--- config.mk ---
export PLATFORM = sky130hd
export DESIGN_NAME = m_mem_read_arbiter
export DESIGN_NICKNAME = d
export VERILOG_FILES = /design/src/rtl/m_mem_read_arbiter_pkg.sv /design/src/rtl/m_mem_rr_arbiter.sv /design/src/rtl/m_mem_read_arbiter.sv
export SDC_FILE = /design/constraint.sdc
export NUM_CORES = 1
export LEC_CHECK = 0
export CORE_ASPECT_RATIO = 1.1
export CORE_MARGIN = 1.5
export CORE_UTILIZATION = 28
export CTS_CLUSTER_SIZE = 24
export DETAILED_ROUTE_END_ITERATION = 8
export SETUP_SLACK_MARGIN = 0.2
export SYNTH_ARGS = -nofsm -noshare
export SYNTH_HDL_FRONTEND = slang
export SYNTH_SLANG_ARGS = --single-unit
--- constraint.sdc ---
create_clock -name clock -period 5.1 [get_ports clock]
set_input_delay 0.51 -clock clock [delete_from_list [all_inputs] [get_ports clock]]
set_output_delay 0.51 -clock clock [all_outputs]
set_load 0.01 [all_outputs]
--- src/rtl/m_mem_read_arbiter_pkg.sv ---
// Shared types and constants for the modulus-ROM read arbiter.
// Latency: n/a (declarations only).
// Backpressure: n/a.
package m_mem_read_arbiter_pkg;

    // Requester identities as carried in the tag id field
    localparam logic REQ_MMUL = 1'b0;
    localparam logic REQ_PRE  = 1'b1;

    // ROM address-to-q latency: ROM address register plus output register
    localparam int RD_LAT = 2;

    // In-flight read tag, travels alongside the ROM access
    typedef struct packed {
        logic valid;
        logic id;
        logic last;
    } tag_t;

    localparam tag_t TAG_NONE = '0;

endpackage

--- src/rtl/m_mem_rr_arbiter.sv ---
// Two-way round-robin picker with a pointer register and one-hot grant.
// Latency: combinational grant; pointer moves to the loser on the cycle after a grant.
// Backpressure: none; grant only offered while i_en is high.
module m_mem_rr_arbiter
    import m_mem_read_arbiter_pkg::*;
(
    input  logic       clock,
    input  logic       reset_n,
    input  logic       i_en,
    input  logic [1:0] i_req,
    output logic [1:0] o_gnt,
    output logic       o_id,
    output logic       o_vld
);

    logic r_ptr;
    logic w_id;

    // Winner: pointer breaks ties, a lone requester always wins
    always_comb begin
        w_id = REQ_MMUL;
        if (i_req == 2'b11) begin
            w_id = r_ptr;
        end else if (i_req[1]) begin
            w_id = REQ_PRE;
        end
        o_vld = i_en && (i_req != 2'b00);
        o_id  = w_id;
        o_gnt = 2'b00;
        if (o_vld) begin
            o_gnt = (w_id == REQ_PRE) ? 2'b10 : 2'b01;
        end
    end

    // After any grant the other requester gets priority next time
    always_ff @(posedge clock or negedge reset_n) begin
        if (!reset_n) begin
            r_ptr <= REQ_MMUL;
        end else if (o_vld) begin
            r_ptr <= ~w_id;
        end
    end

endmodule

--- src/rtl/m_mem_read_arbiter.sv ---
// Shares the single modulus-ROM read port between two burst requesters, tags returned data.
// Latency: gnt at t -> first rd_valid at t+1+RD_LAT; one idle arbitration cycle between bursts.
// Backpressure: none; consumers must take rd_data on every rd_valid.
`ifndef ADDR_WIDTH
`define ADDR_WIDTH 7
`endif
`ifndef DATA_WIDTH
`define DATA_WIDTH 32
`endif
`ifndef TOTAL_ADDR
`define TOTAL_ADDR 128
`endif

module m_mem_read_arbiter #(
    parameter int ADDR_WIDTH = `ADDR_WIDTH,
    parameter int DATA_WIDTH = `DATA_WIDTH,
    parameter int TOTAL_ADDR = `TOTAL_ADDR,
    parameter int LEN_WIDTH  = ADDR_WIDTH + 1,
    parameter int RD_LAT     = m_mem_read_arbiter_pkg::RD_LAT
) (
    input  logic                  clock,
    input  logic                  reset_n,
    input  logic [1:0]            req,
    input  logic [ADDR_WIDTH-1:0] start_addr0,
    input  logic [ADDR_WIDTH-1:0] start_addr1,
    input  logic [LEN_WIDTH-1:0]  len0,
    input  logic [LEN_WIDTH-1:0]  len1,
    output logic [1:0]            gnt,
    output logic [1:0]            done,
    output logic                  busy,
    output logic [ADDR_WIDTH-1:0] mem_address,
    input  logic [DATA_WIDTH-1:0] mem_q,
    output logic                  rd_valid,
    output logic                  rd_id,
    output logic                  rd_last,
    output logic [DATA_WIDTH-1:0] rd_data
);

    import m_mem_read_arbiter_pkg::*;

    localparam logic [0:0] ST_IDLE  = 1'b0;
    localparam logic [0:0] ST_ISSUE = 1'b1;

    localparam logic [LEN_WIDTH-1:0]  LP_MAX_LEN   = LEN_WIDTH'(TOTAL_ADDR);
    localparam logic [LEN_WIDTH-1:0]  LP_LEN_ONE   = LEN_WIDTH'(1);
    localparam logic [ADDR_WIDTH-1:0] LP_LAST_ADDR = ADDR_WIDTH'(TOTAL_ADDR - 1);
    localparam logic [ADDR_WIDTH-1:0] LP_ADDR_ONE  = ADDR_WIDTH'(1);

    logic [0:0]            r_state;
    logic                  r_en;
    logic                  r_id;
    logic [LEN_WIDTH-1:0]  r_remaining;
    logic [ADDR_WIDTH-1:0] r_addr;
    logic [1:0]            r_zdone;
    tag_t                  r_pipe [RD_LAT];

    logic                  w_arb_en;
    logic [1:0]            w_arb_gnt;
    logic                  w_arb_id;
    logic                  w_arb_vld;
    logic [ADDR_WIDTH-1:0] w_sel_addr;
    logic [LEN_WIDTH-1:0]  w_sel_len;
    logic [LEN_WIDTH-1:0]  w_len_clip;
    logic [ADDR_WIDTH-1:0] w_addr_nxt;
    tag_t                  w_push;
    tag_t                  w_tail;
    logic                  w_any_tag;
    logic [1:0]            w_tail_done;

    // Arbitration only in IDLE, and never in the first cycle out of reset
    assign w_arb_en = (r_state == ST_IDLE) && r_en;

    m_mem_rr_arbiter u_rr (
        .clock   (clock),
        .reset_n (reset_n),
        .i_en    (w_arb_en),
        .i_req   (req),
        .o_gnt   (w_arb_gnt),
        .o_id    (w_arb_id),
        .o_vld   (w_arb_vld)
    );

    // Winner's burst parameters; oversize bursts are clipped to the ROM depth
    always_comb begin
        w_sel_addr = (w_arb_id == REQ_PRE) ? start_addr1 : start_addr0;
        w_sel_len  = (w_arb_id == REQ_PRE) ? len1 : len0;
        w_len_clip = (w_sel_len > LP_MAX_LEN) ? LP_MAX_LEN : w_sel_len;
        w_addr_nxt = (r_addr == LP_LAST_ADDR) ? '0 : (r_addr + LP_ADDR_ONE);
    end

    // Holds gnt low while reset is asserted and for the cycle right after release
    always_ff @(posedge clock or negedge reset_n) begin
        if (!reset_n) begin
            r_en <= 1'b0;
        end else begin
            r_en <= 1'b1;
        end
    end

    // Burst FSM: grant in IDLE, one ROM address per cycle in ISSUE
    always_ff @(posedge clock or negedge reset_n) begin
        if (!reset_n) begin
            r_state     <= ST_IDLE;
            r_id        <= REQ_MMUL;
            r_remaining <= '0;
            r_addr      <= '0;
            r_zdone     <= 2'b00;
        end else begin
            r_zdone <= 2'b00;
            case (r_state)
                ST_IDLE: begin
                    if (w_arb_vld) begin
                        r_id <= w_arb_id;
                        if (w_len_clip == '0) begin
                            r_zdone <= w_arb_gnt;
                        end else begin
                            r_addr      <= w_sel_addr;
                            r_remaining <= w_len_clip;
                            r_state     <= ST_ISSUE;
                        end
                    end
                end
                ST_ISSUE: begin
                    r_addr      <= w_addr_nxt;
                    r_remaining <= r_remaining - LP_LEN_ONE;
                    if (r_remaining == LP_LEN_ONE) begin
                        r_state <= ST_IDLE;
                    end
                end
                default: r_state <= ST_IDLE;
            endcase
        end
    end

    // Tag for the address being driven this cycle
    always_comb begin
        w_push = TAG_NONE;
        if (r_state == ST_ISSUE) begin
            w_push.valid = 1'b1;
            w_push.id    = r_id;
            w_push.last  = (r_remaining == LP_LEN_ONE);
        end
    end

    // Tag delay line matching the ROM read latency; reset drops in-flight reads
    always_ff @(posedge clock or negedge reset_n) begin
        if (!reset_n) begin
            for (int i = 0; i < RD_LAT; i++) begin
                r_pipe[i] <= TAG_NONE;
            end
        end else begin
            r_pipe[0] <= w_push;
            for (int i = 1; i < RD_LAT; i++) begin
                r_pipe[i] <= r_pipe[i-1];
            end
        end
    end

    // Busy covers reads still in flight after the FSM has returned to IDLE
    always_comb begin
        w_any_tag = 1'b0;
        for (int i = 0; i < RD_LAT; i++) begin
            w_any_tag = w_any_tag | r_pipe[i].valid;
        end
        w_tail      = r_pipe[RD_LAT-1];
        w_tail_done = 2'b00;
        if (w_tail.valid && w_tail.last) begin
            w_tail_done = (w_tail.id == REQ_PRE) ? 2'b10 : 2'b01;
        end
    end

    assign gnt         = w_arb_gnt;
    assign done        = w_tail_done | r_zdone;
    assign busy        = (r_state == ST_ISSUE) || w_any_tag;
    assign mem_address = r_addr;
    assign rd_valid    = w_tail.valid;
    assign rd_id       = w_tail.id;
    assign rd_last     = w_tail.last;
    assign rd_data     = mem_q;

endmodule

==> run_results.csv, run 1 <==
group,metric,value,unit
floorplanning,core_area,6670,um^2
timing,slew_viol_final,0,
logic_synthesis,syn_inst,207,
cells_and_area,fillers,704,
timing,final.min_clock_period,3.23,ns
logic_synthesis,syn_avg_cell_area,9.50,um^2
power,p_clk_frac,0.313,
drt,vias,1662,
placed_design,dp_hpwl,3900,um
worst_setup_path,crit_slowest_cell,"clkdlybuf4s50_1",
drt,avgRoutedWirePerCell,17.4,um
power,p_seq_frac,0.536,
power,switching_share,0.249,
power,p_per_area,172,nW/um^2
status,status,"finished clean",
clock_network,cts_buffers,3,
cells_and_area,final_net_count,289,
clock_network,cts_resized,0,
drt,ant_nets,0,
clock_network,clock_latency,0.27,ns
worst_setup_path,crit_family,"buffers and inverters",
placed_design,post_dp_cell_area,2290,um^2
floorplanning,num_rows,31,
placed_design,port_buffers,48,
logic_synthesis,seq_area_frac_synth,0.344,
logic_synthesis,synth_flop_cell,"dfrtp_1",
timing,setup_viol,0,
logic_synthesis,synth_cell_type_count,53,
cells_and_area,layout-drive-gt1-share,0.0776,
timing,hold_viol,0,
timing,worst_pin_slew,0.697,ns
power,intPower,0.301,mW
logic_synthesis,synth-async-reset-ratio,1.00,
drt,first_pass_iters,4,
placed_design,dp_cells,297,
timing,finalCritPeriodShare,0.634,
logic_synthesis,synth_seq_cells,27,
global_route,grt.overflow.total,0,
cells_and_area,final_area,2330,um^2
clock_network,cts_hold_buf,0,
drt,wl,5230,um
logic_synthesis,syn_nets,276,
drt,drt_iter0_markers,97,
worst_setup_path,critPathLaunchType,"primary input",
worst_setup_path,required,4.59,ns
floorplanning,start_util,0.295,
timing,fmax,309,MHz
worst_setup_path,crit_chain,"clkdlybuf4s50_1, nand2_1, nor2_1, clkdlybuf4s50_1",
global_route,grt_pass1_wl,8450,um
cells_and_area,multi_input_area,986,um^2
clock_network,cts_sinks,27,
global_route,track_usage,0.137,
global_route,antenna_found_initial,0,
min_path,hold_class,"reg2reg",
drt,drc,0,
cells_and_area,fin_cells,301,
power,pwr-share-comb,0.151,
cells_and_area,flow.area_growth_from_synthesis,18.8,%
cells_and_area,area.sequential,676,um^2
clock_network,cts-root-buf,"clkbuf_8",
timing,maxSlewHeadroom,0.531,
global_route,grt_pass1_vias,1560,
clock_network,clock_path_buffers,2,
cells_and_area,diodes,0,
logic_synthesis,synth-edff-count,0,
global_route,grt_max_degree,43,
clock_network,h-tree-depth,1,
worst_setup_path,slowest_delay,0.87,ns
clock_network,path_clk_slew,0.10,ns
logic_synthesis,yosysWarnings,0,
power,total_power,0.401,mW
worst_setup_path,crit_path_max_fanout,22,
worst_setup_path,cp_common_cell,"clkdlybuf4s50_1",
worst_setup_path,critPathKind,"in2out",
power,power.switching,0.100,mW
drt,viasPerCell,5.52,
min_path,hp-start,"r_pipe[3]$_DFF_PN0_",
floorplanning,dieArea,7530,um^2
worst_setup_path,critPathCaptureType,"output port",
timing,fin_skew,0.00270,ns
placed_design,gp_congestion,0.808,
logic_synthesis,synth.area.top_cells,"dfrtp_1, buf_4, nor4_1",
timing,tns,0,ns
logic_synthesis,synth_top_cell_by_area,"dfrtp_1",
clock_network,cts_tree,"built",
cells_and_area,layout_commonest_cell,"clkdlybuf4s50_1",
cells_and_area,layout_common_cells,"clkdlybuf4s50_1, dfrtp_1, nor4_1, nand2_1, and3_1",
worst_setup_path,crit_buf_inv,2,
worst_setup_path,cp.arrival,2.72,ns
floorplanning,io_pins,113,
floorplanning,die_w,82.9,um
flow_run,cap_viol_max_count,0,
power,p_leak,0.903,nW
logic_synthesis,synth_top_area_frac,0.344,
logic_synthesis,syn-cell-area,1970,um^2
timing,rsz0062_at_grt,"no",
worst_setup_path,crit_start,"req[1]",
worst_setup_path,crit-reg2reg-launch,"u_rr.r_ptr$_DFFE_PN0P_",
power,irDropWorstVdd,76.4,uV
clock_network,cts_setup_buffers,0,
floorplanning,fp.dieH,90.9,um
## cells in the mapped netlist, types with 2 or more instances
library cell and number:
xor2_1 3, nor3b_1 2, dfrtp_1 27, ha_1 3
buf_2 3, o21ai_0 2, and2_1 4, nor2_1 6
and3_1 8, clkbuf_1 7, o311a_1 3, nand3_1 3
and4b_1 5, a211oi_1 5, a21oi_1 4, buf_4 32
xnor2_1 3, a221oi_1 5, or4_1 6, nand3b_1 2
nor4_1 12, a221oi_2 3, nor3_1 6, a2111oi_0 2
o211ai_1 2, o31ai_1 3, nand2_1 9, and4_1 2
inv_1 4, a311oi_1 6, nand4_1 2, o21a_1 2
## cell families after synthesis
group / Yosys count / synth area share
simple gates: 73 / 0.237
buf+inv: 48 / 0.155
compound gates: 47 / 0.206
flops: 27 / 0.344
xor+xnor: 6 / 0.0267
fa+ha+maj: 3 / 0.0191
mux: 2 / 0.0108
other cells: 1 / 0.00191
## final cells by class
type,instances,area share
tap,82,0.0439
multi-input combinational,132,0.422
inverter,5,0.00804
timing repair buffer,51,0.215
clock buffer,3,0.0177
sequential,27,0.289
clock inverter,1,0.00322
## registers in the layout, indices dropped and copies added (netlist names)
register     count
u_rr.r_ptr       1
r_en             1
mem_address      7
r_state          1
r_remaining      8
r_pipe           3
rd_valid         1
rd_last          1
rd_id            1
r_zdone          2
r_id             1
## final timing paths
kind / depth (start not counted) / endpoint / slack [ns]
worst min-delay path: 0 / rd_last$_DFF_PN0_ / 0.36
worst min register to register: 0 / rd_last$_DFF_PN0_ / 0.36
worst max register to register: 4 / r_remaining[7]$_DFFE_PN0P_ / 2.91
max in group asynchronous: 2 / mem_address[1]$_DFFE_PN0P_ / 4.23
min in group asynchronous: 2 / rd_last$_DFF_PN0_ / 0.61
worst max-delay path: 4 / gnt[1] / 1.87
## power by group through the flow
stage               clock network, mW  logic [mW]  registers [mW]
detailed placement                  0      0.0606           0.219
floorplan                           0      0.0466           0.219
global route                    0.140      0.0661           0.215
global placement                    0      0.0615           0.219
CTS                             0.130      0.0612           0.215
finish                          0.126      0.0606           0.215
## per-layer routing
layer | vias up | wire [um] | global-route usage
li1 | 794 | - | -
met1 | 792 | 2430 | 0.191
met2 | 66 | 2460 | 0.220
met3 | 10 | 286 | 0.0247
met4 | 0 | 44 | 0.0306
met5 | - | 0 | 0
## per-stage QoR
step	setup WS, ns	util	hold WS [ns]
detailed placement	1.88	0.343	0.339
floorplan	3.11	-	0.214
global placement	1.96	0.343	0.335
global route	1.64	0.350	0.379
finish	1.87	0.350	0.362
CTS	1.86	0.350	0.366
(Power assumes the default switching activity.)
==> run 2: changes to the inputs <==
clock period = 3.01 ns   (was 5.1 ns; I/O delays follow)
==> run_results.csv, run 2 (synthesis results as in run 1) <==
group,metric,value,unit
status,status,"finished clean",
drt,vias,1670,
placed_design,place_ws,0.400,ns
global_route,track_usage,0.138,
clock_network,clock_latency,0.28,ns
clock_network,cts_hold_buf,0,
floorplanning,num_rows,31,
floorplanning,io_pins,113,
power,p_leak,0.921,nW
timing,slew_viol_final,0,
timing,fin_ws,0.698,ns
drt,first_pass_iters,4,
worst_setup_path,critPathCaptureType,"flip-flop",
drt,top_layer,"met4",
worst_setup_path,crit_chain,"clkdlybuf4s50_1, or4_4, o2111a_1, or4_1, o311a_1",
power,irDropWorstVdd,160,uV
global_route,grt_pass1_wl,8510,um
drt,wl_met2,2630,um
drt,wl_met3,285,um
clock_network,cts_setup_buffers,0,
worst_setup_path,crit_buf_inv,1,
timing,final.min_clock_period,2.31,ns
placed_design,dp_hpwl,4030,um
placed_design,port_buffers,48,
worst_setup_path,crit_path_max_fanout,13,
cells_and_area,final_net_count,292,
timing,tns,0,ns
timing,maxSlewHeadroom,0.567,
worst_setup_path,cp.arrival,2.49,ns
timing,hold_viol,0,
clock_network,clock_path_buffers,2,
drt,wl,5290,um
global_route,grt_max_degree,43,
worst_setup_path,slowest_delay,0.58,ns
drt,ant_nets,0,
clock_network,cts_buffers,3,
clock_network,cts_sinks,27,
clock_network,cts-root-buf,"clkbuf_8",
flow_run,cap_viol_max_count,0,
global_route,grt.overflow.total,0,
drt,drc,0,
worst_setup_path,critPathKind,"in2reg",
cells_and_area,layout-drive-gt1-share,0.0901,
drt,avgRoutedWirePerCell,17.4,um
floorplanning,die_w,82.9,um
floorplanning,fp.dieH,90.9,um
cells_and_area,layout_commonest_cell,"clkdlybuf4s50_1",
timing,setup_viol,0,
timing,fin_skew,0.00287,ns
floorplanning,core_area,6670,um^2
clock_network,h-tree-depth,1,
floorplanning,dieArea,7530,um^2
clock_network,cts_tree,"built",
cells_and_area,layout_common_cells,"clkdlybuf4s50_1, dfrtp_1, nor4_1, nand2_1, and3_1",
timing,fmax,433,MHz
timing,rsz0062_at_grt,"no",
floorplanning,start_util,0.295,
cells_and_area,flow.area_growth_from_synthesis,20.0,%
worst_setup_path,required,3.18,ns
cells_and_area,largest-register,"r_remaining",
timing,worst_pin_slew,0.633,ns
placed_design,gp_congestion,0.812,
drt,drt_iter0_markers,121,
cells_and_area,diodes,0,
drt,viasPerCell,5.49,
min_path,hold_class,"reg2reg",
worst_setup_path,critPathLaunchType,"primary input",
global_route,grt_pass1_vias,1591,
clock_network,cts_resized,0,
timing,finalCritPeriodShare,0.768,
global_route,antenna_found_initial,0,
worst_setup_path,crit_family,"simple AND/OR/NAND/NOR gates",
power,p_per_area,295,nW/um^2
worst_setup_path,crit_slowest_cell,"or4_4",
drt,met1_length,2330,um
clock_network,path_clk_slew,0.10,ns
cells_and_area,largest_register_ffs,8,
[run 2: cell count changes in the layout (fill, tap and decap cells not counted)]
cell        previous run  this run
buf_4                  3         6
clkinvlp_4             1         0
inv_6                  0         1
[run 2: final cells by class]
cell class	instances	area (um^2)
sequential	27	676
inverter	5	18.8
timing repair buffer	54	526
clock inverter	1	8.76
fill	724	4310
multi-input combinational	132	986
tap	82	103
clock buffer	3	41.3
[run 2: worst register-to-register path: cells and delay by family (launching register included)]
family / cells / cell delay [ns]
AOI/OAI and AO/OA: 2 / 0.95
buffers and inverters: 1 / 0.23
and+or+nand+nor: 2 / 0.35
DFF: 1 / 0.40
[run 2: path summary, 6_finish.rpt]
| check | from | to | slack, ns | cells past startpoint |
|---|---|---|---|---|
| setup / recovery | len1[7] | r_remaining[6]$_DFFE_PN0P_ | 0.70 | 5 |
| max in group asynchronous | reset_n | r_en$_DFF_PN0_ | 2.36 | 2 |
| setup reg to reg | u_rr.r_ptr$_DFFE_PN0P_ | r_remaining[6]$_DFFE_PN0P_ | 0.99 | 5 |
| min in group asynchronous | reset_n | rd_valid$_DFF_PN0_ | 0.39 | 2 |
| hold / removal | r_pipe[3]$_DFF_PN0_ | rd_last$_DFF_PN0_ | 0.36 | 0 |
| hold reg to reg | r_pipe[3]$_DFF_PN0_ | rd_last$_DFF_PN0_ | 0.36 | 0 |
[run 2: layer usage]
metal,global-route usage,up-vias
met1,0.186,806
met5,0,-
met3,0.0274,11
met4,0.0361,0
met2,0.225,47
li1,-,806
[run 2: stage by stage]
stage               total power [mW]  instances   util  cell area, um^2  hold slack [ns]
floorplan                      0.450        207      -             1970          0.00541
global placement               0.476        300  0.346             2310            0.333
detailed placement             0.476        300  0.346             2310            0.335
CTS                            0.704        304  0.354             2360            0.360
global route                   0.730        304  0.354             2360            0.367
finish                         0.697        304  0.354             2360            0.358
[run 2: power breakdown]
group / total [mW] / internal (mW) / switching [mW]
clock network: 0.228 / 0.0975 / 0.131
registers: 0.364 / 0.363 / 0.000991
logic: 0.104 / 0.0549 / 0.0494
total: 0.697 / 0.516 / 0.181
==> run 3: changes to the inputs <==
clock period = 2 ns   (was 3.01 ns; I/O delays follow)
==> run_results.csv, run 3 (synthesis results as in run 1) <==
group,metric,value,unit
floorplanning,start_util,0.295,
worst_setup_path,crit_path_max_fanout,5,
power,irDropWorstVdd,215,uV
timing,fmax,570,MHz
flow_run,cap_viol_max_count,0,
clock_network,h-tree-depth,1,
placed_design,dp_hpwl,4080,um
drt,wl,5480,um
clock_network,cts_sinks,27,
drt,vias,1793,
cells_and_area,diodes,0,
worst_setup_path,slowest_delay,0.58,ns
cells_and_area,fin_cells,337,
drt,drt_iter0_markers,74,
timing,slew_viol_final,0,
global_route,antenna_found_initial,0,
worst_setup_path,crit_start,"len1[6]",
clock_network,cts_buffers,3,
worst_setup_path,crit-reg2reg-launch,"r_remaining[4]$_DFFE_PN0P_",
worst_setup_path,endpoint,"mem_address[2]$_DFFE_PN0P_",
worst_setup_path,crit_chain,"dlygate4sd2_1, or4_4, o2111a_2, or4_1, o311a_1",
worst_setup_path,critPathLaunchType,"primary input",
drt,drc,0,
clock_network,cts_hold_buf,0,
timing,holdWs,0.303,ns
floorplanning,core_area,6670,um^2
global_route,grt.overflow.total,0,
min_path,hold_class,"in2async",
global_route,grt_max_degree,40,
floorplanning,fp.dieH,90.9,um
cells_and_area,layout-drive-gt1-share,0.235,
power,p_per_area,396,nW/um^2
worst_setup_path,reg2reg_slack,0.29,ns
floorplanning,num_rows,31,
drt,viasPerCell,5.32,
placed_design,gp_congestion,0.818,
floorplanning,dieArea,7530,um^2
cells_and_area,largest_register_ffs,8,
worst_setup_path,required,2.17,ns
cells_and_area,final_util,0.398,
drt,first_pass_iters,4,
clock_network,cts-root-buf,"clkbuf_8",
cells_and_area,layout_common_cells,"buf_4, clkdlybuf4s50_1, dfrtp_1",
worst_setup_path,ff2ff_path_depth,4,
cells_and_area,flow.area_growth_from_synthesis,35.2,%
placed_design,port_buffers,48,
worst_setup_path,cp.arrival,1.93,ns
worst_setup_path,crit_slowest_cell,"or4_4",
cells_and_area,layout_commonest_cell,"buf_4",
drt,avgRoutedWirePerCell,16.3,um
clock_network,clock_latency,0.28,ns
timing,fin_skew,0.0127,ns
cells_and_area,final_net_count,325,
timing,rsz0062_at_grt,"yes",
global_route,track_usage,0.142,
status,status,"finished clean",
timing,final.min_clock_period,1.75,ns
timing,setup_viol,0,
clock_network,path_clk_slew,0.10,ns
timing,hold_viol,0,
cells_and_area,largest-register,"r_remaining",
clock_network,cts_tree,"built",
power,p_leak,1.15,nW
worst_setup_path,critPathCaptureType,"flip-flop",
worst_setup_path,r2r_end,"r_remaining[7]$_DFFE_PN0P_",
worst_setup_path,critPathKind,"in2reg",
drt,ant_nets,0,
floorplanning,die_w,82.9,um
timing,finalCritPeriodShare,0.877,
global_route,grt_pass1_wl,8780,um
global_route,grt_pass1_vias,1763,
clock_network,clock_path_buffers,2,
floorplanning,io_pins,113,
placed_design,dp_cells,330,
-- run 3: cell type report --
cell class | count | area [um^2]
fill | 698 | 4010
multi-input combinational | 132 | 1040
timing repair buffer | 87 | 779
sequential | 27 | 676
tap | 82 | 103
clock buffer | 4 | 45.0
inverter | 5 | 18.8
-- run 3: critical path, delay by kind of cell --
family / cells / cell delay (ns)
buffers and inverters: 1 / 0.26
AOI/OAI and AO/OA: 2 / 0.42
and+or+nand+nor: 2 / 1.05
-- run 3: worst min-delay path by stage --
stage,start,endpoint,slack (ns)
floorplan,reset_n,mem_address[0]$_DFFE_PN0P_,-0.1
global placement,r_pipe[4]$_DFF_PN0_,rd_id$_DFF_PN0_,0.33
detailed placement,r_pipe[4]$_DFF_PN0_,rd_id$_DFF_PN0_,0.34
CTS,reset_n,r_remaining[3]$_DFFE_PN0P_,0.31
global route,reset_n,mem_address[2]$_DFFE_PN0P_,0.32
finish,reset_n,r_remaining[6]$_DFFE_PN0P_,0.30
-- run 3: per-stage QoR --
step | power, mW | instance area [um^2] | TNS [ns] | worst slack (ns)
floorplan | 0.677 | 1970 | 0 | 0.316
global placement | 0.747 | 2530 | -2.33 | -0.197
detailed placement | 0.747 | 2530 | -2.81 | -0.225
CTS | 1.06 | 2580 | 0 | 0.187
global route | 1.10 | 2660 | 0 | 0.175
finish | 1.05 | 2660 | 0 | 0.246
-- run 3: report_power, final --
part	leakage (nW)	internal, mW	switching (mW)
registers	0.319	0.546	0.00188
logic	0.812	0.105	0.0850
clock network	0.0228	0.143	0.172
-- run 3: routing by layer --
metal / vias up / track usage / part of all wire
li1: 866 / - / -
met1: 863 / 0.185 / 0.46
met2: 51 / 0.231 / 0.48
met3: 13 / 0.0320 / 0.049
met4: 0 / 0.0528 / 0.017
met5: - / 0 / 0
-- run 3: what timing repair did --
item | CTS | global route
pin swaps | 2 | 2
gates resized for setup | 13 | 16
setup buffers | 1 | 2
setup endpoints to repair | 18 | 14
==> variant: new RTL, flow settings as in run 3 <==
`DATA_WIDTH`: 32 -> 64.
--- a/src/rtl/m_mem_read_arbiter.sv
+++ b/src/rtl/m_mem_read_arbiter.sv
@@ -5,7 +5,7 @@
 `define ADDR_WIDTH 7
 `endif
 `ifndef DATA_WIDTH
-`define DATA_WIDTH 32
+`define DATA_WIDTH 64
 `endif
 `ifndef TOTAL_ADDR
 `define TOTAL_ADDR 128
Ports: changed (resized mem_q and rd_data); port bits go from 113 to 177. The function was not compared with the original's and may differ.
==> variant against run 3 <==
Routed wire length up 8.8%. Sequential cell count did not move. Final area increased by 2.5%. Area after synthesis rose by 12%. Worst setup slack worse by 12 ps. Maximum frequency fell by 0.67%. Power rose by 1.9%. Sequential share of layout area fell by 0.57 points. Critical path type unchanged. Via count unchanged.
==> variant: results (changes against run 3) <==
Global route
  • Met2 usage: 22.6% (was 23.1%)
  • Vias in the first global route: 1,839 (was 1,763)
  • Met1 usage: 19.3% (was 18.5%)
  • First-pass GRT wire length: 9.40 mm (was 8.78 mm)
  • Total GRT Usage: 14.4% (was 14.2%)

Power and ir drop
  • Leakage power: 1.17 nW (was 1.15 nW)
  • Clk pwr share: 31.0% (was 29.9%)
  • Worst VDD drop: 211 uV (was 215 uV)
  • Clk. pwr: 333 uW (was 315 uW)
  • Sw Pwr: 280 uW (was 259 uW)

Clocking
  • Post CTS Setup Buffer Count: 3 (was 1)
  • Post-CTS resize count: 15 (was 13)

Setup path
  • Worst-case reg-to-reg path depth: 6 (was 4)
  • Largest fanout on the critical path: 9 (was 5)
  • CP max stage delay: 540 ps (was 580 ps)
  • Reg-to-reg setup timing slack: 320 ps (was 290 ps)
  • Crit path from: req[1] (was len1[6])
  • Delay-heaviest family, CP: buffers and inverters (was simple AND/OR/NAND/NOR gates)

STA
  • Final hold slack: 294 ps (was 303 ps)

Run status
  • Status: finished, final reports clean (unchanged)

Finish
  • Layout Nets: 353 (was 325)
  • Share of layout cells above drive strength 1: 23.5% (about the same)

Place
  • Placed Area: 2540 sq um (was 2530 sq um)
  • Final GP Congestion: 0.809 (was 0.818)

Route
  • Initial DRC count: 173 (was 74)
  • DR WL met3: 367 um (was 266 um)
  • Detailed-route vias per instance: 5.04 (was 5.32)
  • Met2 Routed Length: 2.76 mm (was 2.62 mm)
  • Wl on met1: 2.66 mm (was 2.50 mm)

Logic synthesis
  • Post-synth top cells: 64 x buf_4, 27 x dfrtp_1, 12 x nor4_1 (was 32 x buf_4, 27 x dfrtp_1, 12 x nor4_1)
-- variant: cell count changes after synthesis --
cell,run 3,this run
buf_4,32,64
-- variant: cell type report --
cell class	count	area, sq um
Clock buffer	3	41.3
Sequential cell	27	677
Tap cell	105	131
Inverter	5	18.8
Clock inverter	1	7.51
Timing Repair Buffer	83	781
Multi-Input combinational cell	132	1070
Fill cell	730	4830
-- variant: stage by stage --
stage	setup TNS (ps)	std cells	utilization, %	setup WS [ps]
2_1_floorplan	0	239	-	316
3_3_place_gp	-2640	348	33.6	-215
3_5_place_dp	-3210	348	33.6	-249
4_1_cts	0	355	34.8	200
5_1_grt	0	356	36.0	191
6_report	0	356	36.0	235
-- variant: cell families after synthesis --
family                   after synthesis  share of synthesized area [%]
AND/OR/NAND/NOR                       73                           21.1
XOR/XNOR                               6                           2.38
other                                  1                          0.170
multiplexers                           2                          0.964
buffers and inverters                 80                           24.7
adder cells (fa/ha/maj)                3                           1.70
AO/OA/AOI/OAI                         47                           18.4
flip-flops                            27                           30.6
